[src/rtl/decode_trace_buffer.sv]
// Run-length compressing trace FIFO for LC3 decode-stage outputs.
// Optional opcode filter: define DECODE_TRACE_OPCODE_FILTER_EN to add filter_en/filter_opcode.
module decode_trace_buffer #(
    parameter int IR_W  = 16,
    parameter int NPC_W = 16,
    parameter int DEPTH = 16,
    parameter int TS_W  = 16,
    parameter int RUN_W = 8
) (
    input  logic                     clock,
    input  logic                     reset,
    input  logic                     enable_decode,
    input  logic [IR_W-1:0]          ir,
    input  logic [NPC_W-1:0]         npc_out,
    input  logic [5:0]               E_control,
    input  logic [1:0]               W_control,
    input  logic                     mem_control,
`ifdef DECODE_TRACE_OPCODE_FILTER_EN
    input  logic                     filter_en,
    input  logic [3:0]               filter_opcode,
`endif
    input  logic                     rd_ready,
    output logic                     rd_valid,
    output logic [IR_W-1:0]          rd_ir,
    output logic [NPC_W-1:0]         rd_npc,
    output logic [5:0]               rd_E_control,
    output logic [1:0]               rd_W_control,
    output logic                     rd_mem_control,
    output logic [TS_W-1:0]          rd_start_ts,
    output logic [RUN_W-1:0]         rd_run_len,
    output logic [$clog2(DEPTH):0]   count,
    output logic                     overflow,
    output logic [15:0]              drop_count
);

    localparam int TUP_W = IR_W + NPC_W + 9;
    localparam int ENT_W = TUP_W + TS_W + RUN_W;
    localparam int PTR_W = $clog2(DEPTH);
    localparam int CNT_W = PTR_W + 1;

    typedef enum logic {S_IDLE, S_ACCUM} state_t;

    state_t               r_state;
    logic [TUP_W-1:0]     r_tuple;
    logic [TS_W-1:0]      r_start_ts;
    logic [RUN_W-1:0]     r_run;
    logic [TS_W-1:0]      r_ts;

    logic [ENT_W-1:0]     r_mem [DEPTH];
    logic [PTR_W-1:0]     r_wr_ptr;
    logic [PTR_W-1:0]     r_rd_ptr;
    logic [CNT_W-1:0]     r_count;
    logic [ENT_W-1:0]     r_head;
    logic                 r_overflow;
    logic [15:0]          r_drop_count;

    logic [TUP_W-1:0]     w_tuple;
    logic                 w_en;
    logic                 w_run_sat;
    logic                 w_close;
    logic [ENT_W-1:0]     w_entry;
    logic                 w_pop;
    logic                 w_full;
    logic                 w_wr;
    logic                 w_drop;
    logic [PTR_W-1:0]     w_rd_ptr_nxt;
    logic                 w_head_load;
    logic [ENT_W-1:0]     w_head_nxt;

    assign w_tuple = {ir, npc_out, E_control, W_control, mem_control};

`ifdef DECODE_TRACE_OPCODE_FILTER_EN
    assign w_en = enable_decode && (!filter_en || (ir[IR_W-1 -: 4] == filter_opcode));
`else
    assign w_en = enable_decode;
`endif

    assign w_run_sat    = (r_run == {RUN_W{1'b1}});
    assign w_close      = (r_state == S_ACCUM) && (!w_en || (w_tuple != r_tuple) || w_run_sat);
    assign w_entry      = {r_tuple, r_start_ts, r_run};
    assign w_pop        = (r_count != '0) && rd_ready;
    assign w_full       = (r_count == CNT_W'(DEPTH));
    assign w_wr         = w_close && (!w_full || w_pop);
    assign w_drop       = w_close && w_full && !w_pop;
    assign w_rd_ptr_nxt = r_rd_ptr + PTR_W'(1);

    // Output register tracks the head as it will be after this edge; holds when empty.
    always_comb begin
        w_head_load = 1'b0;
        w_head_nxt  = r_head;
        if (w_pop) begin
            if (r_count > CNT_W'(1)) begin
                w_head_load = 1'b1;
                w_head_nxt  = r_mem[w_rd_ptr_nxt];
            end else if (w_wr) begin
                w_head_load = 1'b1;
                w_head_nxt  = w_entry;
            end
        end else if ((r_count == '0) && w_wr) begin
            w_head_load = 1'b1;
            w_head_nxt  = w_entry;
        end
    end

    always_ff @(posedge clock or negedge reset) begin
        if (!reset) begin
            r_state    <= S_IDLE;
            r_tuple    <= '0;
            r_start_ts <= '0;
            r_run      <= '0;
            r_ts       <= '0;
        end else begin
            r_ts <= r_ts + TS_W'(1);
            case (r_state)
                S_IDLE: begin
                    if (w_en) begin
                        r_tuple    <= w_tuple;
                        r_start_ts <= r_ts;
                        r_run      <= RUN_W'(1);
                        r_state    <= S_ACCUM;
                    end
                end
                S_ACCUM: begin
                    if (!w_en) begin
                        r_state <= S_IDLE;
                    end else if (w_close) begin
                        r_tuple    <= w_tuple;
                        r_start_ts <= r_ts;
                        r_run      <= RUN_W'(1);
                    end else begin
                        r_run <= r_run + RUN_W'(1);
                    end
                end
                default: r_state <= S_IDLE;
            endcase
        end
    end

    always_ff @(posedge clock) begin
        if (w_wr) begin
            r_mem[r_wr_ptr] <= w_entry;
        end
    end

    always_ff @(posedge clock or negedge reset) begin
        if (!reset) begin
            r_wr_ptr     <= '0;
            r_rd_ptr     <= '0;
            r_count      <= '0;
            r_head       <= '0;
            r_overflow   <= 1'b0;
            r_drop_count <= '0;
        end else begin
            if (w_wr) begin
                r_wr_ptr <= r_wr_ptr + PTR_W'(1);
            end
            if (w_pop) begin
                r_rd_ptr <= w_rd_ptr_nxt;
            end
            case ({w_wr, w_pop})
                2'b10:   r_count <= r_count + CNT_W'(1);
                2'b01:   r_count <= r_count - CNT_W'(1);
                default: r_count <= r_count;
            endcase
            if (w_head_load) begin
                r_head <= w_head_nxt;
            end
            if (w_drop) begin
                r_overflow <= 1'b1;
                if (r_drop_count != 16'hFFFF) begin
                    r_drop_count <= r_drop_count + 16'd1;
                end
            end
        end
    end

    assign rd_valid       = (r_count != '0);
    assign count          = r_count;
    assign overflow       = r_overflow;
    assign drop_count     = r_drop_count;
    assign {rd_ir, rd_npc, rd_E_control, rd_W_control, rd_mem_control, rd_start_ts, rd_run_len} = r_head;

endmodule

[config.mk]
export PLATFORM = sky130hd
export DESIGN_NAME = decode_trace_buffer
export DESIGN_NICKNAME = d
export VERILOG_FILES = /design/src/rtl/decode_trace_buffer.sv
export SDC_FILE = /design/constraint.sdc
export NUM_CORES = 1
export LEC_CHECK = 0
export CAP_MARGIN = 5
export CORE_UTILIZATION = 60
export DETAILED_ROUTE_END_ITERATION = 10
export GPL_TIMING_DRIVEN = 0
export PLACE_DENSITY = 0.79
export SLEW_MARGIN = 40
export SYNTH_ARGS = -nofsm -noshare
export SYNTH_HDL_FRONTEND = slang
export SYNTH_SLANG_ARGS = --single-unit
[constraint.sdc]
create_clock -name clock -period 12.43 [get_ports clock]
set_input_delay 2.486 -clock clock [delete_from_list [all_inputs] [get_ports clock]]
set_output_delay 2.486 -clock clock [all_outputs]
set_load 0.005 [all_outputs]
==> results of run 1 <==
## Yosys cell counts, types with 2 or more instances
master	number
a21oi_1	70
a31oi_1	9
and2_1	2
and3_1	8
buf_1	18
buf_2	25
buf_6	4
clkbuf_1	59
dfrtp_1	177
edfxtp_1	1040
ha_1	11
inv_1	16
mux2_1	7
mux2_2	22
mux2_4	30
mux2i_1	66
mux4_2	325
nand2_1	29
nand2b_1	4
nand3_1	12
nand4_1	10
nor2_1	98
nor2b_1	2
nor3_1	10
nor4_1	13
o21ai_0	5
o22a_1	2
or2_2	5
xnor2_1	27
xor2_1	53
## registers in the layout (all words and copies together), names as in the netlist, 4 cells and up
register	count
r_head	65
r_ts	16
r_start_ts	16
r_rd_ptr	4
r_mem	1040
count	5
r_tuple	41
drop_count	16
r_wr_ptr	4
r_run	8
## layer usage
layer | global-route usage | wire length, um | up-vias
li1 | - | - | 9671
met1 | 0.396 | 42600 | 13137
met2 | 0.550 | 64800 | 1865
met3 | 0.0635 | 12100 | 388
met4 | 0.166 | 6540 | 0
met5 | 0 | 0 | -
## logic make-up (layout without fill, tap and decap cells)
| logic type | Yosys count | in the layout | share of synthesized area |
|---|---|---|---|
| and+or+nand+nor | 199 | 199 | 0.0196 |
| xor gates and xnor gates | 80 | 80 | 0.0148 |
| DFF | 1217 | 1217 | 0.755 |
| muxes | 450 | 450 | 0.185 |
| AOI/OAI and AO/OA | 94 | 94 | 0.0109 |
| adders and majority gates | 11 | 11 | 0.00292 |
| buffers and inverters | 122 | 595 | 0.0110 |
## layout make-up
type	count	area, um^2	area share
Tap cell	1040	1300	0.0233
Inverter	16	60.1	0.00108
Clock inverter	57	569	0.0102
Multi-Input combinational cell	834	11200	0.200
Clock buffer	159	3250	0.0583
Timing Repair Buffer	257	3220	0.0578
Sequential cell	1217	35700	0.640
Buffer	106	522	0.00936
## power groups by stage
stage / registers (mW) / clock network [mW] / logic, mW
after floorplan: 5.21 / 0 / 2.83
after global placement: 5.29 / 0 / 4.22
after detailed placement: 5.24 / 0 / 4.55
after CTS: 5.18 / 3.58 / 4.70
after global routing: 5.22 / 3.72 / 4.89
final: 5.19 / 3.56 / 4.71
## metrics by stage
step	std cells	cell area, um^2	util	power (mW)	TNS, ns
2_1_floorplan	2173	47200	-	8.04	0
3_3_place_gp	3345	49800	0.642	9.51	-856.08
3_5_place_dp	3469	51900	0.669	9.79	0
4_1_cts	3685	55700	0.718	13.5	0
5_1_grt	3686	55700	0.718	13.8	0
6_report	3686	55700	0.718	13.5	0
## critical path: stages
cell and delay (ns):
clkdlybuf4s50_1 0.61, xor2_1 0.57, nor4_1 0.13, nand4_1 0.42, o41a_1 0.44, buf_2 0.30
nor2b_1 0.24, buf_2 0.25, nand2_1 0.26, nor3_2 0.62, buf_6 0.24, buf_2 0.24
buf_4 0.23, buf_2 0.24, buf_4 0.20
## how the worst min path moves through the flow
stage,from,endpoint,slack (ns),depth (start not counted)
after floorplan,r_ts[15],r_ts[15],0.44,1
after global placement,r_ts[15],r_ts[15],0.46,1
after detailed placement,r_ts[15],r_ts[15],0.46,1
after CTS,r_ts[15],r_ts[15],0.48,1
after global routing,r_ts[15],r_ts[15],0.50,1
final,r_ts[15],r_ts[15],0.47,1
==> impl_metrics.ini, run 1 <==
[timing]
final_max_slew_viol_count = 0
finalCriticalPeriod_ns = 7.13
relSlewSlack = 0.393
finalHoldViolCount = 0
max_freq_ghz = 0.140
min_period_over_period = 0.574
tightest_slew_ns = 0.911
clock_skew_ns = 0.0278
whs_ns = 0.473
rsz0062_at_grt = no
setup_viol = 0
worst_slack_ns = 5.30

[setup_path]
reg2reg_depth = 15
cp.required_ns = 12.81
path_class = input pin to flop
r2r_start = r_run[1]
cp.arrival_ns = 7.51
crit_fanout = 10
crit_start = ir[6]
cp-endpoint = r_mem[0][39]
crit_path_end_kind = flop
critPathLaunchType = input pin
r2r-end = r_mem[0][39]
rrSetupSlack_ns = 6.78

[run]
drv_cap = 0

[global_routing]
track_usage = 0.323
grt_pass1_wl_um = 179000
grt_max_degree = 75
antenna_found_initial = 3
grt_pass1_vias = 26552
gr-total-overflow = 0

[routing]
via_per_inst = 6.80
drt_pass1_iterations = 5
drc = 0
wirelength_um = 126000
ant_nets = 0
dr.first_iter.drc_count = 3287
drt-wirelength-per-cell_um = 34.2
via_count = 25061

[finish]
final_common_cell = edfxtp_1
final_cell_mix = edfxtp_1 (1040), mux4_2 (325), dfrtp_1 (177), clkdlybuf4s50_1 (131), clkbuf_16 (120)
nNetsFinal = 2603
drive_above_1_share = 0.297
n_antenna_cell = 0
fillers = 4248
syn_to_final_growth_pct = 18.1

[yosys]
synth-seq-area-share = 0.755
synth_top_area_cell = edfxtp_1
synth-async-reset-ratio = 0.145
synthCells = 2173
synthTopCellsByArea = edfxtp_1 (66%), mux4_2 (16%), dfrtp_1 (9.4%)
syn_area_per_cell_um2 = 21.7
synthFlopType = edfxtp_1
syn_nets = 2229
synth.distinct_cells = 44
synth_top_area_share = 0.661
synth.yosys.warnings = 0
synth_area_mm2 = 0.0472
ys_ff_latch = 1217
synth_edf_count = 1040

[power]
peakVddDrop_uv = 148
p_comb_frac = 0.350
cellInternalPower_mw = 9.18
p_clk_frac = 0.265
p_leak_nw = 19.2
power_density_mw_per_mm2 = 242
swShare = 0.318
seqPwrFrac = 0.386
p_sw_mw = 4.28

[run_status]
outcome = complete, no violations

[clock_network]
clockRootBuffer = clkbuf_16
cts-resized-gates = 0
cts_buffers = 115
cts_setup_buffers = 0
cts.clk_slew.worst_paths_ns = 0.06
cts_max_path_buffers = 3
cts_tree = built
htree_levels = 3
hold_buffers = 0
cts.sinks = 1217
insertion_delay_ns = 0.69

[floorplan]
start_util = 0.608
num_rows = 102
die_w_um = 283
die_h_um = 283
dieArea_mm2 = 0.0798
core_mm2 = 0.0776
pin_count = 133

[placement]
dp_slack_ns = 4.87
io_buffers = 132
globalplace.congestion = 0.790
dp_hpwl_um = 76300

[worst_hold_path]
hold_path_class = flop to flop
No activity file was read; power rests on OpenSTA's default activity.
==> run 2: changes to the inputs <==
CORE_UTILIZATION = 55   (was 60)
PLACE_DENSITY = 0.76   (was 0.79)
clock period = 6.2 ns   (was 12.43 ns; I/O delays follow)
==> run 2 against run 1 <==
Net effect:
- die area grew 9.0%
- clock power grew 95%
- sequential cell count is the same
==> impl_metrics.ini, run 2 (synthesized netlist as in run 1, its figures left out) <==
[timing]
min_period_over_period = 0.885
relSlewSlack = 0.390
fin_tns_setup_ns = 0
rsz0062_at_grt = no
clock_skew_ns = 0.0338
final_max_slew_viol_count = 0
worst_slack_ns = 0.712
setup_viol = 0
finalCriticalPeriod_ns = 5.49
max_freq_ghz = 0.182
tightest_slew_ns = 0.914
finalHoldViolCount = 0

[finish]
largest_register = r_mem
stdcell_count = 3761
largest_reg_flops = 1040
drive_above_1_share = 0.288
final_util = 0.651
final_common_cell = edfxtp_1
fillers = 5311
n_antenna_cell = 0
syn_to_final_growth_pct = 17.4
reg.largest.list = r_mem (1040), r_head (65), r_tuple (41)
final_cell_mix = edfxtp_1 (1040), mux4_2 (325), dfrtp_1 (177), clkdlybuf4s50_1 (131), clkbuf_16 (116)
nNetsFinal = 2574

[setup_path]
crit_fanout = 10
crit_path_end_kind = flop
r2r_start = r_run[1]
slowest_stage = clkdlybuf4s50_1
r2r-end = r_mem[3][41]
cp_common_cell = buf_6
max_stage_delay_ns = 0.62
rrSetupSlack_ns = 0.96
path_class = input pin to flop
cp.required_ns = 6.58
cp.arrival_ns = 5.87
reg2reg_depth = 14
critPathLaunchType = input pin
path_cells = clkdlybuf4s50_1 -> xor2_1 -> nor4_1 -> nand4_1 -> o41a_1 -> buf_2 -> nor2b_1 -> buf_2 -> nand2_1 -> nor3_4 -> buf_8 -> buf_6 -> buf_6 -> buf_6

[clock_network]
hold_buffers = 0
cts.clk_slew.worst_paths_ns = 0.06
cts_tree = built
clockRootBuffer = clkbuf_16
cts_max_path_buffers = 3
insertion_delay_ns = 0.69
cts_setup_buffers = 0
htree_levels = 3
cts-resized-gates = 0
cts.sinks = 1217
cts_buffers = 112

[floorplan]
dieArea_mm2 = 0.0870
core_mm2 = 0.0851
die_w_um = 295
start_util = 0.554
die_h_um = 295
pin_count = 133
num_rows = 107

[routing]
via_count = 24212
dr.first_iter.drc_count = 3730
wl_met1_um = 42900
wirelength_um = 118000
drc = 0
wl_met3_um = 11500
via_per_inst = 6.44
drt-wirelength-per-cell_um = 31.3
ant_nets = 0
drt_pass1_iterations = 6
dr_wl_met2_um = 60300
top_layer = met4

[global_routing]
grt_pass1_vias = 24993
grt_pass1_wl_um = 170000
track_usage = 0.277
grt_max_degree = 67
antenna_found_initial = 3
gr-total-overflow = 0

[run]
drv_cap = 0

[power]
peakVddDrop_uv = 338
power_density_mw_per_mm2 = 478
p_leak_nw = 18.9

[placement]
dp_slack_ns = 0.210
dp.cells = 3548
io_buffers = 132
dp_hpwl_um = 74500
globalplace.congestion = 0.768

[run_status]
outcome = complete, no violations

[worst_hold_path]
hold_path_class = input pin to async pin
-- run 2: changes by cell type in the layout (fill, tap and decap cells not counted), moves of 5 or more --
| cell | delta |
|---|---|
| clkbuf_1 | -5 |
| buf_6 | +19 |
| buf_4 | -35 |
| buf_16 | -22 |
| buf_8 | +26 |
| clkbuf_2 | -5 |
| clkinv_1 | +8 |
| buf_2 | -13 |
-- run 2: worst max-delay path by stage --
stage | startpoint | end | cells past startpoint
finish | ir[6] | r_mem[3][41] | 14
global route | ir[6] | r_mem[3][36] | 14
CTS | ir[6] | r_mem[3][41] | 14
detailed placement | ir[6] | r_mem[3][41] | 14
global placement | ir[6] | r_mem[7][42] | 10
floorplan | ir[0] | r_mem[15][0] | 9
-- run 2: through the flow --
step	power, mW	cell area, um^2	hold WS, ns
3_3_place_gp	19.1	50000	0.453
3_5_place_dp	19.5	51700	0.464
6_report	26.5	55400	0.461
5_1_grt	27.3	55400	0.481
2_1_floorplan	16.1	47200	0.442
4_1_cts	26.6	55400	0.454
-- run 2: where the power goes --
group | internal, mW | leakage (nW) | total, mW | switching (mW)
combinational | 4.34 | 5.35 | 9.16 | 4.82
clock | 3.94 | 1.84 | 6.93 | 3.00
sequential | 9.89 | 11.7 | 10.4 | 0.494
-- run 2: per-layer routing --
metal	GRT usage	vias up
li1	-	9626
met1	0.369	12857
met2	0.469	1531
met3	0.0472	198
met4	0.0890	0
met5	0	-
-- run 2: final cells by class --
class                      count  area (um^2)  share of cell area
clock buffer                 148         3140              0.0567
timing repair buffer         231         2890              0.0521
multi-input combinational    834        11200               0.202
tap                         1144         1430              0.0258
buffer                       106          517             0.00932
inverter                      16         60.1             0.00108
sequential                  1217        35700               0.643
clock inverter                65          563              0.0102
-- run 2: critical path, delay by kind of cell --
family / cells / cell delay, ns
AND/OR/NAND/NOR: 5 / 1.68
XOR/XNOR: 1 / 0.54
AO/OA/AOI/OAI: 1 / 0.48
buffers and inverters: 7 / 1.90
